--- src/rtl/cpu7_exu_ecl_wbpipe_pkg.sv ---
// Shared definitions for the EXU ecl destination-tracking pipeline.
package cpu7_exu_ecl_wbpipe_pkg;

  // 32 GPRs, r0 hardwired to zero
  localparam int unsigned REG_AW_DEFAULT = 5;

  // M-stage load-data wait tracking
  typedef enum logic {
    MIdle = 1'b0,
    MWait = 1'b1
  } m_state_e;

endpackage

--- src/rtl/cpu7_exu_ecl_pipereg.sv ---
// One pipeline stage of {valid, rd, wen, load} with hold and bubble control.
module cpu7_exu_ecl_pipereg
  import cpu7_exu_ecl_wbpipe_pkg::*;
#(
  parameter int unsigned REG_AW = REG_AW_DEFAULT
) (
  input  logic              clk,
  input  logic              reset,
  input  logic              hold,
  input  logic              bubble,
  input  logic              valid_in,
  input  logic [REG_AW-1:0] rd_in,
  input  logic              wen_in,
  input  logic              load_in,
  output logic              valid,
  output logic [REG_AW-1:0] rd,
  output logic              wen,
  output logic              load
);

  // Stage register: hold keeps everything; a bubble clears only valid and load so
  // rd/wen keep the last real instruction's attributes.
  always_ff @(posedge clk or posedge reset) begin
    if (reset) begin
      valid <= 1'b0;
      rd    <= '0;
      wen   <= 1'b0;
      load  <= 1'b0;
    end else if (!hold) begin
      if (bubble || !valid_in) begin
        valid <= 1'b0;
        load  <= 1'b0;
      end else begin
        valid <= 1'b1;
        rd    <= rd_in;
        wen   <= wen_in;
        load  <= load_in;
      end
    end
  end

endmodule

--- src/rtl/cpu7_exu_ecl_wbpipe.sv ---
// EXU ecl destination pipeline: carries rd/wen/load from E through M to W, detects
// load-use hazards and M-stage load-data wait, and generates E/M stall control.
module cpu7_exu_ecl_wbpipe
  import cpu7_exu_ecl_wbpipe_pkg::*;
#(
  parameter int unsigned REG_AW = REG_AW_DEFAULT
) (
  input  logic              clk,
  input  logic              reset,
  input  logic              ifu_exu_valid_e,
  input  logic [REG_AW-1:0] ifu_exu_rd_e,
  input  logic              ifu_exu_wen_e,
  input  logic              ifu_exu_load_e,
  input  logic [REG_AW-1:0] ifu_exu_rs1_e,
  input  logic              ifu_exu_rs1vld_e,
  input  logic [REG_AW-1:0] ifu_exu_rs2_e,
  input  logic              ifu_exu_rs2vld_e,
  input  logic              ecl_flush_e,
  input  logic              lsu_ecl_data_ok,
  output logic [REG_AW-1:0] rd_m,
  output logic [REG_AW-1:0] rd_w,
  output logic              wen_m,
  output logic              wen_w,
  output logic              valid_m,
  output logic              valid_w,
  output logic              stall_e,
  output logic              stall_m
);

  logic     wen_q_m;
  logic     load_m;
  logic     wen_q_w;
  logic     load_w;
  logic     unused_load_w;
  logic     load_held_m;
  logic     rs1_hit;
  logic     rs2_hit;
  logic     luh;
  logic     m_enter;
  m_state_e m_state;

  assign unused_load_w = load_w;

  // Hazard, stall and stage-qualification logic
  always_comb begin
    load_held_m = valid_m & load_m;
    rs1_hit     = ifu_exu_rs1vld_e & (ifu_exu_rs1_e == rd_m);
    rs2_hit     = ifu_exu_rs2vld_e & (ifu_exu_rs2_e == rd_m);
    // Load data is only available at W, so a consumer in E must wait one cycle
    luh         = ifu_exu_valid_e & load_held_m & wen_q_m & (rd_m != '0) & (rs1_hit | rs2_hit);
    // In MWait the held load is by construction still in M
    stall_m     = ~lsu_ecl_data_ok & ((m_state == MWait) | load_held_m);
    stall_e     = ~ecl_flush_e & ifu_exu_valid_e & (luh | stall_m);
    m_enter     = ifu_exu_valid_e & ~ecl_flush_e;
    wen_m       = valid_m & wen_q_m;
    wen_w       = valid_w & wen_q_w;
  end

  // M stage: holds while waiting for load data, takes a bubble on load-use interlock
  cpu7_exu_ecl_pipereg #(
    .REG_AW (REG_AW)
  ) u_stage_m (
    .clk      (clk),
    .reset    (reset),
    .hold     (stall_m),
    .bubble   (luh),
    .valid_in (m_enter),
    .rd_in    (ifu_exu_rd_e),
    .wen_in   (ifu_exu_wen_e),
    .load_in  (ifu_exu_load_e),
    .valid    (valid_m),
    .rd       (rd_m),
    .wen      (wen_q_m),
    .load     (load_m)
  );

  // W stage: never holds, receives a bubble while M is stalled
  cpu7_exu_ecl_pipereg #(
    .REG_AW (REG_AW)
  ) u_stage_w (
    .clk      (clk),
    .reset    (reset),
    .hold     (1'b0),
    .bubble   (stall_m),
    .valid_in (valid_m),
    .rd_in    (rd_m),
    .wen_in   (wen_q_m),
    .load_in  (load_m),
    .valid    (valid_w),
    .rd       (rd_w),
    .wen      (wen_q_w),
    .load     (load_w)
  );

  // M-stage load wait FSM; reset mid-load discards the outstanding load
  always_ff @(posedge clk or posedge reset) begin
    if (reset) begin
      m_state <= MIdle;
    end else begin
      unique case (m_state)
        MIdle: if (load_held_m && !lsu_ecl_data_ok) m_state <= MWait;
        MWait: if (lsu_ecl_data_ok) m_state <= MIdle;
        default: m_state <= MIdle;
      endcase
    end
  end

endmodule

--- config.mk ---
export PLATFORM = sky130hd
export DESIGN_NAME = cpu7_exu_ecl_wbpipe
export DESIGN_NICKNAME = d
export VERILOG_FILES = /design/src/rtl/cpu7_exu_ecl_wbpipe_pkg.sv /design/src/rtl/cpu7_exu_ecl_pipereg.sv /design/src/rtl/cpu7_exu_ecl_wbpipe.sv
export SDC_FILE = /design/constraint.sdc
export NUM_CORES = 1
export LEC_CHECK = 0
export ABC_AREA = 1
export BUFFER_PORTS_ARGS = -buffer_cell sky130_fd_sc_hd__buf_2
export CAP_MARGIN = 10
export CORE_ASPECT_RATIO = 1.5
export CORE_MARGIN = 4
export CORE_UTILIZATION = 47
export CTS_CLUSTER_SIZE = 10
export DETAILED_ROUTE_END_ITERATION = 6
export GPL_ROUTABILITY_DRIVEN = 0
export GPL_TIMING_DRIVEN = 1
export PLACE_DENSITY_LB_ADDON = 0.08
export SYNTH_ARGS = -nofsm -noshare
export SYNTH_HDL_FRONTEND = slang
export SYNTH_HIERARCHICAL = 1
export SYNTH_SLANG_ARGS = --single-unit
--- constraint.sdc ---
create_clock -name clk -period 2 [get_ports clk]
set_clock_uncertainty 0.2 [all_clocks]
set_input_delay 0.1 -clock clk [delete_from_list [all_inputs] [get_ports clk]]
set_output_delay 0.1 -clock clk [all_outputs]
set_load 0.02 [all_outputs]
==> results.tsv, run 1 <==
metric	value	unit
DR DRC count	0	
Core ar.	0.001902	sq mm
Critical Path Slowest Stage Cell	dfrtp_1	
# Max-Cap Violations	0	
drt total wl	2.408	mm
Max VDD drop	462.9	uV
GRT overflow	0	
Num CTS Buffers	3	
synthesis warning total	6	
crit-path most repeated cell	nand2_1	
aggregate negative setup slack	0	ns
CP Buf/Inv Count	2	
area of the die	0.002856	sq mm
wire length per cell	11.20	microns
number of antenna violations at the first check in global routing	0	
die width	44.99	microns
Worst EP required	1.70	ns
worst slack, placed	0.3094	ns
Post-Syn Area per Cell	6.746	sq um
htree depth	1	
Clock Tree Root	clkbuf_4	
tightest slew margin relative to the limit	58.79	%
Initial Utilization	50.72	%
kind of start point of the critical path	register	
WS Path Type	reg -> out	
total setup violations reported at the end of the flow	0	
clk_lat worst skew	0.27	ns
final net count	220	
ratio of cells with drive above 1 in the final layout	29.38	%
cell count after synthesis	143	
# Post-CTS Setup Buffers	0	
Final Max Tran Viols	0	
crit-path max FO	6	
Avg Vias per Cell	4.670	
CP max stage delay	0.48	ns
die height	63.49	microns
Final Power	0.8591	mW
RSZ-0062 raised after global routing	false	
Netlist Area Pre-Place	964.7	sq um
IO buf count	39	
Max Fclk	0.5384	GHz
largest net degree at the start of global routing	11	
status	complete, no violations	
HP Class	in -> async	
number of global-route vias before repair	938	
Worst-path clk slew	0.08	ns
Antenna diodes	0	
hpwl dp	1.872	mm
fin crit period	1.857	ns
1st-iter DRT viols	21	
clock sink total	16	
final setup margin	0.1428	ns
endpoints failing hold	0	
DR pass1 iterations	4	
Slew @ Worst Pin	0.6159	ns
Bufs on Longest Clock Path	2	
CTS tree	yes	
final core occ	68.22	%
leakage	0.8214	nW
pwr dens	662.1	mW/mm^2
crit-path leading delay family	flip-flops	
CP endpoint kind	primary output	
routed vias	1004	
first-pass GRT wire length	3.953	mm
# IOs	40	
Area Growth Syn to Fin	34.50	%
overall routing resource usage	18.25	%
post-route antenna net violation count	0	
CP Data Arrival Time	1.56	ns
critical-path cell list	inv_2 > nand2_1 > nand2_1 > nor2_2 > nand3_1 > nand2_1 > nand2_2 > a21oi_2 > buf_2	
fin crit share	92.86	%
row count	19	
per-layer routing:
| layer | GRT usage, % | up-vias | routed length (microns) |
|---|---|---|---|
| met5 | 0 | - | 0 |
| met4 | 6.593 | 0 | 9 |
| met3 | 3.134 | 2 | 102 |
| met2 | 32.09 | 20 | 1312 |
| met1 | 20.92 | 444 | 984 |
| li1 | - | 538 | - |
repair_timing:
item | in CTS | in global routing
endpoints found under the hold margin | 25 | 0
hold buffers | 9 | 0
setup endpoints to repair | 0 | 1
resized for setup | 0 | 1
path summary, 6_finish.rpt:
check | from | end | depth (start not counted) | slack [ns]
max | u_stage_m/rd[4] | stall_e | 9 | 0.14
min | reset | m_state | 3 | 0.01
max reg2reg | u_stage_m/rd[4] | u_stage_m/rd[1] | 12 | 0.30
min reg2reg | u_stage_w/rd[1] | u_stage_w/rd[1] | 2 | 0.27
max in group asynchronous | reset | u_stage_m/rd[2] | 3 | 1.25
min in group clk | ecl_flush_e | u_stage_m/rd[3] | 4 | 0.04
state kept, by name, indices dropped and copies added (netlist names):
name and count:
u_stage_m/valid 1, u_stage_m/wen 1, u_stage_m/rd 5, u_stage_w/wen 1, m_state 1, u_stage_w/valid 1, u_stage_m/load 1, u_stage_w/rd 5
metrics by stage:
stage                     instances  cell area, sq um  hold slack (ns)
after floorplan                 144             968.4          -0.3713
after global placement          203              1182          -0.2470
after detailed placement        203              1182          -0.2460
after CTS                       215              1295        0.0005957
after global routing            215              1297         0.005056
final                           215              1297         0.009881
report_power, final:
part	internal [mW]	leakage (nW)	switching, mW
Combinational	0.108	0.603	0.172
Sequential	0.372	0.205	0.0458
Clock	0.0697	0.0138	0.0910
cells in the final DEF (no fill, tap or decap), drive strengths merged:
cell,count
nand2,63
buf,40
inv,28
dfrtp,16
nand4,15
nor2,13
dlygate4sd3,9
nand3,4
clkbuf,3
conb,2
a21oi,1
layout make-up:
| cell class | count | area, sq um |
|---|---|---|
| clock buffers | 3 | 22.52 |
| well taps | 21 | 26.28 |
| inverters | 28 | 105.1 |
| multi-input cells | 98 | 450.4 |
| repair buffers | 49 | 292.8 |
| flip-flops and latches | 16 | 400.4 |
| fillers | 178 | 604.3 |
worst reg2reg max path, stage by stage (launching register included):
cell and delay (ns):
dfrtp_1 0.47, inv_2 0.10, nand2_1 0.05, nand2_1 0.09
nor2_2 0.04, nand3_1 0.07, nand2_1 0.07, nand2_2 0.07
inv_1 0.05, inv_2 0.13, nand3_4 0.12, nand2_1 0.10
nand2_1 0.05
Note: power is estimated with default switching activity, not from simulation.
==> run 2: changes to the inputs <==
Settings changed: ABC_AREA 1 to unset, CORE_ASPECT_RATIO 1.5 to unset, CORE_UTILIZATION 47 to 45.
==> results.tsv, run 2 <==
metric	value	unit
clock sink total	16	
Netlist Area Pre-Place	813.3	sq um
kind of start point of the critical path	register	
1st-iter DRT viols	1	
Initial Utilization	47.10	%
total setup violations reported at the end of the flow	7	
# fillers	125	
cell count after synthesis	67	
number of global-route vias before repair	823	
# IOs	40	
failing checks	negative setup slack	
RSZ-0062 raised after global routing	true	
status	complete, but fails checks	
fin crit share	102.5	%
final setup margin	-0.04922	ns
first-pass GRT wire length	3.422	mm
leakage	0.6582	nW
CP max stage delay	0.47	ns
min-delay src	ifu_exu_valid_e	
largest net degree at the start of global routing	10	
post-route antenna net violation count	0	
GRT overflow	0	
hpwl dp	1.501	mm
clk_lat worst skew	0.28	ns
wire length per cell	12.85	microns
die width	50.51	microns
Critical Path Slowest Stage Cell	dfrtp_2	
Worst-path clk slew	0.09	ns
Antenna diodes	0	
CP endpoint kind	register	
top flop regs	u_stage_m/rd x5, u_stage_w/rd x5	
synthesis warning total	6	
HP Class	in -> reg	
ratio of cells with drive above 1 in the final layout	61.65	%
aggregate negative setup slack	-0.2426	ns
drt total wl	2.031	mm
Final Max Tran Viols	0	
area post-placement	0.001095	sq mm
crit-path leading delay family	flip-flops	
pwr dens	742.3	mW/mm^2
row count	15	
commonest non-fill, non-tap cell in the layout	buf_2	
DR DRC count	0	
Worst EP required	1.97	ns
CTS tree	yes	
critical-path cell list	xor2_1 > nor4_1 > a32oi_1 > nor2b_2 > nor3b_4 > buf_12 > mux2_4	
Max VDD drop	525.6	uV
worst hold slack	0.08956	ns
CP Buf/Inv Count	1	
DR pass1 iterations	4	
Area Growth Syn to Fin	65.54	%
WS Path Type	reg -> reg	
Clock Tree Root	clkbuf_4	
die height	50.51	microns
final net count	158	
Post-Syn Area per Cell	12.14	sq um
Max Fclk	0.4880	GHz
# Max-Cap Violations	0	
R2R Path Start	u_stage_m/rd[1]	
Num CTS Buffers	3	
Core ar.	0.001727	sq mm
CP startpoint	u_stage_m/rd[1]	
area of the die	0.002551	sq mm
endpoints failing hold	0	
overall routing resource usage	17.88	%
fin crit period	2.049	ns
post-route design area	0.001346	sq mm
routed vias	726	
IO buf count	39	
Bufs on Longest Clock Path	2	
final core occ	77.97	%
CP Data Arrival Time	2.01	ns
most frequent cells in the layout	buf_2 (38), dlygate4sd3_1 (11), dfrtp_1 (11)	
htree depth	1	
Avg Vias per Cell	4.595	
crit-path max FO	7	
number of antenna violations at the first check in global routing	0	
-- run 2: per-layer routing --
layer	vias to the layer above	GRT usage [%]	wire length, microns
met5	-	0	0
met1	345	21.69	869
met2	21	30.43	1065
li1	358	-	-
met4	0	9.865	7
met3	2	2.374	88
-- run 2: path summary, 6_finish.rpt --
path / endpoint / slack [ns] / cells after the start
worst max-delay path: u_stage_m/rd[0] / -0.05 / 7
worst min-delay path: u_stage_m/load / 0.09 / 4
worst max register to register: u_stage_m/rd[0] / -0.05 / 7
worst min register to register: u_stage_w/wen / 0.31 / 1
max in group asynchronous: m_state / 0.95 / 4
min in group asynchronous: u_stage_w/rd[0] / 0.10 / 3
-- run 2: final cells by class --
class / count / area (sq um) / area share [%]
Clock buffer: 4 / 26.28 / 1.952
Inverter: 3 / 11.26 / 0.8364
Sequential cell: 16 / 406.6 / 30.20
Tap cell: 25 / 31.28 / 2.323
Timing Repair Buffer: 61 / 406.6 / 30.20
Multi-Input combinational cell: 49 / 464.2 / 34.48
-- run 2: worst reg2reg max path: stages (launching register included) --
cell and delay, ns:
dfrtp_2 0.47, xor2_1 0.19, nor4_1 0.07, a32oi_1 0.23, nor2b_2 0.09, nor3b_4 0.22
buf_12 0.16, mux2_4 0.30
-- run 2: repair_timing --
action / 4_1_cts / 5_1_grt
setup endpoints to repair: 7 / 9
gates cloned: 0 / 0
buffers inserted: 5 / 1
resized for setup: 10 / 5
hold endpoints to repair: 24 / 0
hold buffers: 11 / 0
pin swaps: 6 / 1
-- run 2: stage by stage --
stage / setup slack (ns) / cells / total power [mW]
after floorplan: -0.03248 / 68 / 0.6352
after global placement: -0.1313 / 138 / 0.7635
after detailed placement: -0.1545 / 138 / 0.7710
after CTS: -0.05740 / 158 / 1.007
after global routing: -0.1557 / 158 / 1.062
final: -0.04922 / 158 / 0.9993
-- run 2: power breakdown --
group          switching (mW)  leakage, nW  internal [mW]
Combinational           0.183        0.453          0.203
Clock                  0.0941       0.0150         0.0774
Sequential             0.0512        0.190          0.390
Total                   0.329        0.658          0.671
==> run 3: changes to the inputs <==
--- a/constraint.sdc
+++ b/constraint.sdc
@@ -4,2 +4,2 @@
 set_output_delay 0.1 -clock clk [all_outputs]
-set_load 0.02 [all_outputs]
+set_load 0.005 [all_outputs]
==> results.tsv, run 3 (synthesized netlist as in run 2, its figures left out) <==
metric	value	unit
post-route antenna net violation count	0	
worst slack, placed	-0.1318	ns
Num CTS Buffers	3	
clk_lat worst skew	0.28	ns
# Max-Cap Violations	0	
NetSw	0.2723	mW
Clock Tree Root	clkbuf_4	
Core ar.	0.001727	sq mm
# IOs	40	
Clk network pwr share	22.2	%
sw frac	28.40	%
aggregate negative setup slack	-0.4433	ns
commonest non-fill, non-tap cell in the layout	buf_2	
status	complete, but fails checks	
Comb power frac	32.5	%
DR DRC count	0	
critical-path cell list	xor2_1 > nor4_2 > a32oi_2 > nor2b_2 > nor3b_4 > buf_12 > mux2_4	
Max VDD drop	553.4	uV
first-pass GRT wire length	3.567	mm
Final Max Tran Viols	0	
Bufs on Longest Clock Path	2	
largest net degree at the start of global routing	10	
total setup violations reported at the end of the flow	6	
sequential group share of total power	45.3	%
worst hold slack	0.1112	ns
DR pass1 iterations	4	
CP endpoint kind	register	
internal power	0.6863	mW
CP Data Arrival Time	2.07	ns
Area Growth Syn to Fin	61.08	%
Worst-path clk slew	0.10	ns
Avg Vias per Cell	4.645	
routed vias	720	
kind of start point of the critical path	register	
final core occ	75.87	%
clock sink total	16	
failing checks	negative setup slack	
Max Fclk	0.4788	GHz
endpoints failing hold	0	
fin crit share	104.4	%
CP Buf/Inv Count	1	
top flop regs	u_stage_m/rd x5, u_stage_w/rd x5	
GRT overflow	0	
die height	50.51	microns
overall routing resource usage	18.99	%
crit-path max FO	7	
die width	50.51	microns
ratio of cells with drive above 1 in the final layout	56.92	%
Final Power	0.9586	mW
Worst EP required	1.98	ns
number of antenna violations at the first check in global routing	0	
Antenna diodes	0	
wire length per cell	14.53	microns
fin crit period	2.088	ns
CP max stage delay	0.43	ns
leakage	0.6515	nW
crit-path leading delay family	simple AND/OR/NAND/NOR gates	
IO buf count	39	
pwr dens	731.8	mW/mm^2
WS Path Type	reg -> reg	
Initial Utilization	47.10	%
htree depth	1	
final setup margin	-0.08848	ns
Critical Path Slowest Stage Cell	dfrtp_1	
drt total wl	2.252	mm
1st-iter DRT viols	7	
row count	15	
hpwl dp	1.613	mm
RSZ-0062 raised after global routing	true	
CTS tree	yes	
final net count	155	
number of global-route vias before repair	758	
most frequent cells in the layout	buf_2 (39), dfrtp_1 (15), dlygate4sd3_1 (11)	
area of the die	0.002551	sq mm
HP Class	in -> async	
## run 3: changes by cell type in the layout (fill, tap and decap cells not counted), sizes merged
cell  change
buf       -3
## run 3: area by class of cell
class | instances | area, sq um
Fill cell | 131 | 416.7
Timing Repair Buffer | 58 | 381.6
Inverter | 3 | 11.26
Tap cell | 25 | 31.28
Sequential cell | 16 | 401.6
Clock buffer | 4 | 36.28
Multi-Input combinational cell | 49 | 447.9
## run 3: repair_timing
action / 4_1_cts / 5_1_grt
setup buffers: 1 / 6
hold endpoints to repair: 24 / 0
resized for setup: 11 / 2
pin swaps: 7 / 2
hold buffers: 11 / 0
endpoints found under the setup margin: 6 / 13
## run 3: final timing paths
kind,from,to,slack [ns],depth (start not counted)
setup / recovery,u_stage_m/rd[3],u_stage_m/rd[1],-0.09,7
hold / removal,reset,u_stage_w/rd[0],0.11,3
setup reg to reg,u_stage_m/rd[3],u_stage_m/rd[1],-0.09,7
hold reg to reg,u_stage_w/rd[4],u_stage_w/rd[4],0.31,1
max in group asynchronous,reset,m_state,0.93,4
min in group clk,ifu_exu_valid_e,u_stage_m/load,0.11,4
## run 3: worst reg2reg max path, cell delays in order (launching register included)
cell and delay (ns):
dfrtp_1 0.43, xor2_1 0.16, nor4_2 0.29, a32oi_2 0.16, nor2b_2 0.20, nor3b_4 0.07
buf_12 0.15, mux2_4 0.30
## run 3: per-layer routing
metal / global-route usage (%) / up-vias / part of all wire [%]
met3: 2.374 / 2 / 4.7
met5: 0 / - / 0
met1: 23.48 / 342 / 41
met4: 8.072 / 0 / 0.84
li1: - / 354 / -
met2: 33.04 / 22 / 54
## run 3: per-stage QoR
| stage | std cells | area (sq um) |
|---|---|---|
| global placement | 138 | 1089 |
| CTS | 154 | 1299 |
| finish | 155 | 1310 |
| floorplan | 68 | 817.0 |
| detailed placement | 138 | 1089 |
| global route | 155 | 1310 |
## run 3: power groups by stage
stage               Sequential [mW]  Clock, mW  Combinational, mW
finish                        0.434      0.213              0.311
global placement              0.436          0              0.258
global route                  0.444      0.230              0.340
detailed placement            0.439          0              0.265
floorplan                     0.446          0              0.119
CTS                           0.434      0.217              0.311
